**src/rtl/hpdcache_sram_rmw_wbe.sv**
```systemverilog
// hpdcache_sram_rmw_wbe
//   Byte-enable emulation in front of a 1RW SRAM macro that has no byte mask.
//   Reads and full-mask writes go straight to the macro. Zero-mask writes are
//   absorbed. Partial-mask writes become read / merge / write-back, and new
//   requests are stalled until the write-back.
//   Optional build macro: HPDCACHE_SRAM_RMW_REG_EN
//     When it is defined, the merged word is registered in MERGE and written in
//     an extra WRITE state. This keeps sram_rdata off the sram_wdata path.
module hpdcache_sram_rmw_wbe #(
  parameter int unsigned ADDR_SIZE = 8,
  parameter int unsigned DATA_SIZE = 256,
  parameter int unsigned DEPTH     = 2**ADDR_SIZE
) (
  input  logic                   clk,
  input  logic                   rst,
  input  logic                   req_valid,
  output logic                   req_ready,
  input  logic                   req_we,
  input  logic [ADDR_SIZE-1:0]   req_addr,
  input  logic [DATA_SIZE-1:0]   req_wdata,
  input  logic [DATA_SIZE/8-1:0] req_wbyteenable,
  output logic                   rsp_valid,
  output logic [DATA_SIZE-1:0]   rsp_rdata,
  output logic                   sram_cs,
  output logic                   sram_we,
  output logic [ADDR_SIZE-1:0]   sram_addr,
  output logic [DATA_SIZE-1:0]   sram_wdata,
  input  logic [DATA_SIZE-1:0]   sram_rdata,
  output logic                   busy
);

  localparam int unsigned BE_SIZE = DATA_SIZE / 8;

  // The macro depth must match the address width; catch a bad override at elaboration
  if (DEPTH != 2**ADDR_SIZE) begin : g_depth_check
    $error("hpdcache_sram_rmw_wbe: DEPTH must equal 2**ADDR_SIZE");
  end

  typedef enum logic [1:0] {
    ST_IDLE  = 2'd0,
    ST_MERGE = 2'd1,
    ST_WRITE = 2'd2
  } state_t;

  state_t               state_q, state_d;
  logic [ADDR_SIZE-1:0] addr_q;
  logic [DATA_SIZE-1:0] wdata_q;
  logic [BE_SIZE-1:0]   mask_q;
  logic                 rsp_valid_q;

  logic                 cs_s, we_s;
  logic                 load_req_s, load_merge_s, rd_accept_s;
  logic [DATA_SIZE-1:0] merged_s;

  // Keep the enabled bytes from the new data and the other bytes from the old word
  function automatic logic [DATA_SIZE-1:0] merge_bytes(
    input logic [DATA_SIZE-1:0] old_data,
    input logic [DATA_SIZE-1:0] new_data,
    input logic [BE_SIZE-1:0]   mask
  );
    logic [DATA_SIZE-1:0] result;
    result = old_data;
    for (int i = 0; i < int'(BE_SIZE); i++) begin
      result[8*i +: 8] = mask[i] ? new_data[8*i +: 8] : old_data[8*i +: 8];
    end
    return result;
  endfunction

  assign merged_s  = merge_bytes(sram_rdata, wdata_q, mask_q);
  assign req_ready = (state_q == ST_IDLE) && !rst;

  // Reset blocks any macro access, so a write-back in progress is dropped
  assign sram_cs   = cs_s & ~rst;
  assign sram_we   = we_s & ~rst;

  // The read response uses the macro output directly, in the cycle after the read
  assign rsp_rdata = sram_rdata;
  assign rsp_valid = rsp_valid_q & ~rst;
  assign busy      = (state_q != ST_IDLE) && !rst;

  // Next state and macro drive: taken from req_* in IDLE and from the RMW registers otherwise
  always_comb begin
    state_d      = state_q;
    cs_s         = 1'b0;
    we_s         = 1'b0;
    sram_addr    = addr_q;
    sram_wdata   = wdata_q;
    load_req_s   = 1'b0;
    load_merge_s = 1'b0;
    rd_accept_s  = 1'b0;
    case (state_q)
      ST_IDLE: begin
        sram_addr  = req_addr;
        sram_wdata = req_wdata;
        if (req_valid && req_ready) begin
          if (!req_we) begin
            cs_s        = 1'b1;
            rd_accept_s = 1'b1;
          end else if (&req_wbyteenable) begin
            cs_s = 1'b1;
            we_s = 1'b1;
          end else if (req_wbyteenable == {BE_SIZE{1'b0}}) begin
            cs_s = 1'b0;
          end else begin
            cs_s       = 1'b1;
            load_req_s = 1'b1;
            state_d    = ST_MERGE;
          end
        end else begin
          state_d = ST_IDLE;
        end
      end
      ST_MERGE: begin
`ifdef HPDCACHE_SRAM_RMW_REG_EN
        load_merge_s = 1'b1;
        state_d      = ST_WRITE;
`else
        cs_s       = 1'b1;
        we_s       = 1'b1;
        sram_wdata = merged_s;
        state_d    = ST_IDLE;
`endif
      end
      ST_WRITE: begin
`ifdef HPDCACHE_SRAM_RMW_REG_EN
        cs_s = 1'b1;
        we_s = 1'b1;
`endif
        state_d = ST_IDLE;
      end
      default: begin
        state_d = ST_IDLE;
      end
    endcase
  end

  // State, RMW capture registers and the read-response flag
  always_ff @(posedge clk) begin
    if (rst) begin
      state_q     <= ST_IDLE;
      addr_q      <= {ADDR_SIZE{1'b0}};
      wdata_q     <= {DATA_SIZE{1'b0}};
      mask_q      <= {BE_SIZE{1'b0}};
      rsp_valid_q <= 1'b0;
    end else begin
      state_q     <= state_d;
      rsp_valid_q <= rd_accept_s;
      if (load_req_s) begin
        addr_q  <= req_addr;
        wdata_q <= req_wdata;
        mask_q  <= req_wbyteenable;
      end else if (load_merge_s) begin
        wdata_q <= merged_s;
      end else begin
        wdata_q <= wdata_q;
      end
    end
  end

endmodule

```
**config.mk**
```make
export PLATFORM = sky130hd
export DESIGN_NAME = hpdcache_sram_rmw_wbe
export DESIGN_NICKNAME = d
export VERILOG_FILES = /design/src/rtl/hpdcache_sram_rmw_wbe.sv
export SDC_FILE = /design/constraint.sdc
export NUM_CORES = 1
export LEC_CHECK = 0
export CAP_MARGIN = 40
export CORE_AREA = 3 3 419 421
export CTS_CLUSTER_SIZE = 14
export DETAILED_ROUTE_END_ITERATION = 16
export DIE_AREA = 0 0 422 424
export HOLD_SLACK_MARGIN = 0.03
export PLACE_DENSITY = 0.44
export REMOVE_ABC_BUFFERS = 1
export SYNTH_ARGS = -nofsm -noshare
export SYNTH_HDL_FRONTEND = slang
export SYNTH_SLANG_ARGS = --single-unit
```
**constraint.sdc**
```tcl
create_clock -name clk -period 2.2 [get_ports clk]
set_clock_uncertainty 0.15 [all_clocks]
set_input_delay 0.33 -clock clk [delete_from_list [all_inputs] [get_ports clk]]
set_output_delay 0.33 -clock clk [all_outputs]
set_load 0.05 [all_outputs]
```
* After elaboration in Yosys (flattened, before gate mapping) *
Cells that the tools add are included.

storage, ports and cells
  register bits after elaboration = 298
  output and inout port bits = 525
  word-level logic and storage cells = 70

operators by class
  mux-type cells = 48
  bitwise gates (word level) = 8
  reduce and logical (&&, ||, !) cells = 9

operators with widths
  kind                                     number
  256-bit one-hot mux with 2 select lines  1
  8-bit 2-to-1 mux                         33
  32-bit logical NOT                       1
  32-bit AND reduction                     1
  1-bit 2-to-1 mux                         12
  1-bit inverter                           5
  1-bit one-hot mux with 2 select lines    2
  1-bit bitwise AND                        3
  1-bit logical AND                        3
  3-bit AND reduction                      1
  3-bit OR reduction                       1
  2-bit logical NOT                        1
  1-bit logical NOT                        1

* Logic depth before layout (Yosys ltp) *
Gate-level depths: netlist of run 1.

  depth in word-level cells = 7
  mapped depth = 8

* Worst setup path before layout of run 1 *
OpenSTA, ideal clock, no wires.

  kind = reg2out
  start point = register state_q[0]
  end point = output port sram_we
  arrival = 1,971 ps
  setup slack = -251 ps
  cell stages (with the launch flop) = 5
  path buffers = 1
  path through = dfxtp_1 buf_6 nor2_4 nand3_1 o21ai_0

on the way
  cells in the longest elaborated chain, start to end = 6

ends and longest elaborated chain
  what                                   line  text
  start: declaration                     45    state_t state_q, state_d;
  start signal: assignment               146   state_q <= state_d;
  2-bit logical NOT                      70    assign req_ready = (state_q == ST_IDLE) && !rst;
  1-bit logical AND                      70
  named net req_ready                    17    output logic req_ready,
  1-bit logical AND                      95    if (req_valid && req_ready) begin
  1-bit 2-to-1 mux                       95
  1-bit one-hot mux with 2 select lines  91    case (state_q)
  1-bit bitwise AND                      74    assign sram_we = we_s & ~rst;
  end: declaration                       25    output logic sram_we,

The timed path passes the listed nets, and every way through them passes these cells.

* Final worst setup path of run 1 *
  start point = register state_q[0]
  end point = output port sram_wdata[187]

on the way
  cells in the longest elaborated chain, start to end = 2

ends and longest elaborated chain
  what                                       line  text
  2-bit logical NOT                          91
  256-bit one-hot mux with 2 select lines *  91
  end: declaration                           27    output logic [DATA_SIZE-1:0] sram_wdata,

Every way passes the cells marked *; elsewhere a longest branch is shown, timed or not.

==> flow_summary.yaml, run 1 <==
placed_design:
  post-dp-hpwl_um: 118000
  dpl_cell_area_sq_mm: 0.0385
  portBuffers: 1080
  dp_cells: 5379
  gp_congestion: 0.846
critical_path:
  cp_max_fo: 10
  worstReg2RegStart: "state_q[0]"
  worst_r2r_endpoint: "wdata_q[91]"
  cp_data_required_time_ns: 1.72
  crit_path_start_kind: "register"
  reg2reg_depth: 8
  critical_path_class: "reg2out"
  crit_path_end_kind: "primary output"
  reg2reg_slack_ns: -0.32
  arrival_ns: 2.17
logic_synthesis:
  synth_top_family_by_area: "multiplexers"
  yosysTopAreaCell: "dfxtp_1"
  ys.warnings.count: 0
  yosysSeqAreaShare: 0.301
  synth_top_area_frac: 0.301
  synthSimpleGateAreaFrac: 0.151
  syn_area_sq_mm: 0.0198
  synth_area_per_cell_sq_um: 9.38
  synth_adder_area_share: 0
  synthDistinctLibCells: 22
  synth.mux.area_fraction: 0.345
  synth.area.top_cells: "dfxtp_1 30%, mux2_4 17%, mux2i_1 13%"
  ys_seq_elements: 298
  synth_compound_area_frac: 0.0655
  synthCells: 2114
  synth_xor_area_frac: 0
hold_path:
  hp-class: "in2reg"
  hold_path_depth: 4
  hold_end: "mask_q[6]"
  hp-start: "req_wbyteenable[6]"
drt:
  met1_length_um: 60900
  wl_met2_um: 74100
  ant_nets: 0
  wl_um: 152000
  via_per_inst: 3.57
  drtPass1Iterations: 5
  drtIter0Drc: 991
  top_layer: "met5"
  num_vias: 19900
  post_drt_wl_per_cell_um: 27.1
  drc: 0
  met3_length_um: 12000
grt:
  grt_pass1_wl_um: 187000
  grt_max_degree: 120
  grt_pass1_vias: 20100
  grt_overflow: 0
  antenna_found_initial: 44
  grt.total_usage: 0.154
die:
  core_area_sq_mm: 0.172
  ioPinCount: 1081
  die_area_sq_mm: 0.179
  rows: 152
  die_x_um: 422
  initial_core_util: 0.115
  fp.dieH_um: 424
timing:
  tightest_slew_ns: 0.859
  drv_slew: 0
  fin_ws_ns: -0.447
  fmax_mhz: 378
  maxSlewHeadroom: 0.428
  layout_worst_path_cycle_share: 1.20
  hold_violations: 0
  grt_setup_unrepaired: "yes"
  fin_crit_ns: 2.65
  setup_viol: 563
finish:
  fillers: 17900
  layout-drive-gt1-share: 0.493
  nNetsFinal: 3790
  final_cell_count_no_fill: 5590
  final_cell_area_sq_mm: 0.0444
  syn_to_final_growth_pct: 124
clock_tree:
  htreeDepth: 2
  cts_tree: "built"
  ctsRootBufferMaster: "clkbuf_16"
  clkTransAtPathRegs_ns: 0.06
  clk-insertion-delay-late_ns: 0.60
  numCtsBuffers: 45
  cts.sinks: 298
  clock_path_buffers: 3
power_and_ir_drop:
  power.total_mw: 23.7
  p_leak_nw: 18.2
  vdd_drop_max_uv: 483
  p_per_area_mw_per_mm2: 535
outcome:
  status: "complete, but fails checks"
  violations: "negative setup slack"
flow_run:
  cap_violations: 0
==> how the worst max path moves through the flow <==
| stage | start | endpoint | cells past startpoint |
|---|---|---|---|
| 6_report | state_q[0] | sram_wdata[187] | 7 |
| 5_1_grt | state_q[0] | sram_wdata[20] | 7 |
| 4_1_cts | state_q[0] | sram_wdata[139] | 6 |
| 3_5_place_dp | req_wbyteenable[26] | wdata_q[237] | 10 |
| 3_3_place_gp | req_wbyteenable[26] | wdata_q[235] | 9 |
| 2_1_floorplan | state_q[0] | addr_q[7] | 4 |
==> layout by cell type, fill, tap and decap left out, drive strengths merged, types with 2 or more instances in the layout <==
master	n
nand2b	2
mux2i	257
diode	17
bufinv	2
o21ai	2
clkbuf	93
a21oi	256
dlygate4sd2	14
clkdlybuf4s50	522
clkinvlp	2
nor4	10
nand4	10
nor2	259
dlygate4sd3	18
inv	6
bufbuf	10
clkdlybuf4s15	7
dfxtp	298
clkinv	7
buf	880
dlymetal6s2s	3
nor2b	296
mux2	302
nand2	4
==> sequential cells by signal, indices dropped and copies added, names as in the netlist <==
| register | count |
|---|---|
| wdata_q | 256 |
| addr_q | 8 |
| state_q | 1 |
| rsp_valid_q | 1 |
| mask_q | 32 |
==> cells by family (layout without fill, tap and decap cells) <==
group	Yosys count	in the layout
flops	298	298
compound gates	259	259
mux	559	559
simple gates	583	583
buf+inv	415	1564
other cells	0	17
==> stage by stage <==
step / utilization / worst slack [ns] / hold slack (ns) / setup TNS [ns]
finish: 0.258 / -0.447 / 0.0831 / -138.43
global route: 0.258 / -0.545 / 0.0505 / -194.29
detailed placement: 0.224 / -1.56 / 0.324 / -446.16
global placement: 0.224 / -1.97 / 0.319 / -569.35
CTS: 0.243 / -0.529 / 0.0319 / -181.78
floorplan: - / -18.40 / 0.252 / -8091.25
==> area by class of cell <==
type,count,area [sq um],share of cell area
Timing Repair Buffer,1485,21100,0.476
Multi-Input combinational cell,1401,12900,0.290
Sequential cell,298,5980,0.135
Tap cell,2310,2890,0.0651
Clock buffer,62,1300,0.0293
Clock inverter,14,159,0.00358
Antenna cell,17,42.5,0.000958
Inverter,3,11.3,0.000254
==> synthesized netlist by cell type (all sizes together) <==
| master | instances |
|---|---|
| mux2i | 257 |
| nand2 | 4 |
| inv | 3 |
| a21o | 1 |
| nor2b | 296 |
| or3b | 1 |
| nor2 | 259 |
| dfxtp | 298 |
| nand4 | 10 |
| buf | 294 |
| a21oi | 256 |
| nand3 | 1 |
| o21ai | 2 |
| nand2b | 2 |
| mux2 | 302 |
| clkbuf | 118 |
| nor4 | 10 |
==> where the power goes <==
part           total, mW  switching (mW)  internal (mW)
sequential          5.88           0.179           5.70
combinational       10.3            5.36           4.99
clock               7.51            3.15           4.36
==> layer usage <==
metal,global-route usage,up-vias
li1,-,9212
met1,0.177,9882
met2,0.259,650
met3,0.0580,177
met4,0.0549,22
met5,0,-
==> what timing repair did <==
| item | in CTS | in global routing |
|---|---|---|
| buffers inserted | 24 | 31 |
| hold endpoints to repair | 15 | 3 |
| cloned | 22 | 35 |
| hold buffers | 15 | 3 |
| resized for setup | 239 | 404 |
| pin swaps | 17 | 41 |
| endpoints found under the setup margin | 564 | 563 |
==> critical path, stage by stage (launching register included) <==
cell	delay [ns]
dfxtp_4	0.40
buf_16	0.18
buf_12	0.15
buf_8	0.13
clkbuf_16	0.19
a21oi_2	0.20
buf_4	0.15
buf_12	0.13
Note: power is estimated with default switching activity, not from simulation.
==> run 2: changes to the inputs <==
Settings changed: CORE_AREA 3 3 419 421 to 3 3 417 419, DIE_AREA 0 0 422 424 to 0 0 420 422.
==> flow_summary.yaml, run 2 (synthesized netlist as in run 1, its figures left out) <==
critical_path:
  cp_cell_sequence: "buf_12, buf_12, buf_16, buf_12, nand2b_4, buf_12, nand2_1, buf_6"
  startpoint: "state_q[0]"
  critical_path_class: "reg2out"
  cp_max_fo: 6
  slowest_stage: "dfxtp_4"
  crit_path_start_kind: "register"
  worstReg2RegStart: "state_q[0]"
  cp_common_cell: "buf_12"
  cpPeakStageDelay_ns: 0.36
  crit_path_end_kind: "primary output"
  arrival_ns: 2.13
  reg2reg_slack_ns: -0.31
  reg2reg_depth: 7
  worst_r2r_endpoint: "wdata_q[27]"
  cp_data_required_time_ns: 1.72
grt:
  use_met1: 0.188
  met2_usage: 0.283
  antenna_found_initial: 84
  use_met3: 0.0696
  grt_pass1_wl_um: 202000
  grt.busiest_layer: "met2"
  grt_max_degree: 155
  grt_overflow: 0
  grt.total_usage: 0.170
  grt_pass1_vias: 21000
die:
  die_area_sq_mm: 0.177
  core_area_sq_mm: 0.171
  ioPinCount: 1081
  rows: 152
  die_x_um: 420
  initial_core_util: 0.116
  fp.dieH_um: 422
timing:
  layout_worst_path_cycle_share: 1.19
  fin_crit_ns: 2.61
  fin_ws_ns: -0.415
  setup_viol: 561
  hold_violations: 0
  whs_ns: 0.0730
  maxSlewHeadroom: 0.109
  grt_setup_unrepaired: "yes"
  drv_slew: 0
  tightest_slew_ns: 1.34
  fmax_mhz: 382
power_and_ir_drop:
  p_leak_nw: 18.1
  vdd_drop_max_uv: 567
  p_per_area_mw_per_mm2: 542
hold_path:
  hp-class: "in2reg"
  hold_path_depth: 3
  hold_end: "mask_q[7]"
  hp-start: "req_wbyteenable[7]"
clock_tree:
  clkTransAtPathRegs_ns: 0.06
  cts.sinks: 298
  htreeDepth: 2
  cts_tree: "built"
  clock_path_buffers: 3
  clk-insertion-delay-late_ns: 0.63
  numCtsBuffers: 46
  ctsRootBufferMaster: "clkbuf_16"
drt:
  wl_um: 161000
  drc: 0
  via_per_inst: 3.72
  ant_nets: 0
  num_vias: 20500
  drtPass1Iterations: 4
  drtIter0Drc: 1178
  post_drt_wl_per_cell_um: 29.2
finish:
  final_common_cell: "buf_12"
  final_cell_area_sq_mm: 0.0448
  regMostFlops: "wdata_q"
  fillers: 17700
  nNetsFinal: 3770
  largest_register_ffs: 256
  mostFrequentLayoutCells: "548 x buf_12, 524 x clkdlybuf4s50_1, 296 x nor2b_1"
  syn_to_final_growth_pct: 126
  reg.largest.list: "wdata_q (256), mask_q (32), addr_q (8)"
  layout-drive-gt1-share: 0.504
flow_run:
  cap_violations: 0
placed_design:
  dpl_cell_area_sq_mm: 0.0383
  post-dp-hpwl_um: 124000
  gp_congestion: 0.840
  dpl_worst_slack_ns: -1.40
  portBuffers: 1080
outcome:
  status: "complete, but fails checks"
  violations: "negative setup slack"
## run 2: cell types whose count changed in the layout (fill, tap and decap cells not counted), moves of 4 or more
cell,previous run,this run
clkbuf_1,6,10
nor2_1,190,154
nor2_2,32,78
buf_8,19,6
a21oi_4,52,133
diode_2,17,27
nor2_4,37,27
buf_12,553,548
bufbuf_16,10,3
clkbuf_8,11,5
a21oi_1,39,27
a21oi_2,165,96
buf_16,28,43
## run 2: through the flow
step / setup TNS [ns] / power [mW] / instances / utilization
floorplan: -8091.25 / 9.10 / 1702 / -
global placement: -400.67 / 15.4 / 5291 / 0.224
global route: -185.00 / 25.1 / 5497 / 0.262
finish: -131.00 / 24.2 / 5511 / 0.262
detailed placement: -393.91 / 15.4 / 5291 / 0.224
CTS: -164.26 / 24.2 / 5444 / 0.250
## run 2: timing repair
action / 4_1_cts / 5_1_grt
buffers inserted: 20 / 21
endpoints found under the hold margin: 16 / 2
gates resized for setup: 426 / 306
pin swaps: 25 / 29
endpoints found under the setup margin: 564 / 565
cloned: 36 / 27
hold buffers: 16 / 2
## run 2: final cells by class
type                    instances  area [sq um]  share of cell area
diodes                         27          67.6             0.00151
clock buffers                  63          1310              0.0292
clock inverters                22           234             0.00523
inverters                       3          18.8            0.000419
multi-input cells            1401         13500               0.302
flip-flops and latches        298          5980               0.134
well taps                    2233          2790              0.0624
repair buffers               1464         20800               0.466
## run 2: worst max path at each step
| stage | endpoint | slack (ns) | cells past startpoint |
|---|---|---|---|
| after floorplan | addr_q[7] | -18.40 | 4 |
| after global placement | wdata_q[249] | -1.42 | 10 |
| after detailed placement | wdata_q[192] | -1.40 | 10 |
| after CTS | sram_wdata[111] | -0.51 | 8 |
| after global routing | sram_wdata[66] | -0.53 | 8 |
| final | sram_cs | -0.41 | 8 |
## run 2: routing by layer
layer,wire length [um],share of wire
met1,62200,0.39
met2,77000,0.48
met3,14200,0.088
met4,7320,0.045
met5,246,0.0015
## run 2: power breakdown
| group | switching [mW] | internal (mW) |
|---|---|---|
| Combinational | 5.42 | 5.00 |
| Clock | 3.39 | 4.54 |
| Sequential | 0.189 | 5.70 |
| Total | 9.00 | 15.2 |
## run 2: critical path: cells and delay by family (launching register included)
kind / cells / cell delay [ns]
simple gates: 2 / 0.16
flops: 1 / 0.36
buf+inv: 6 / 0.95
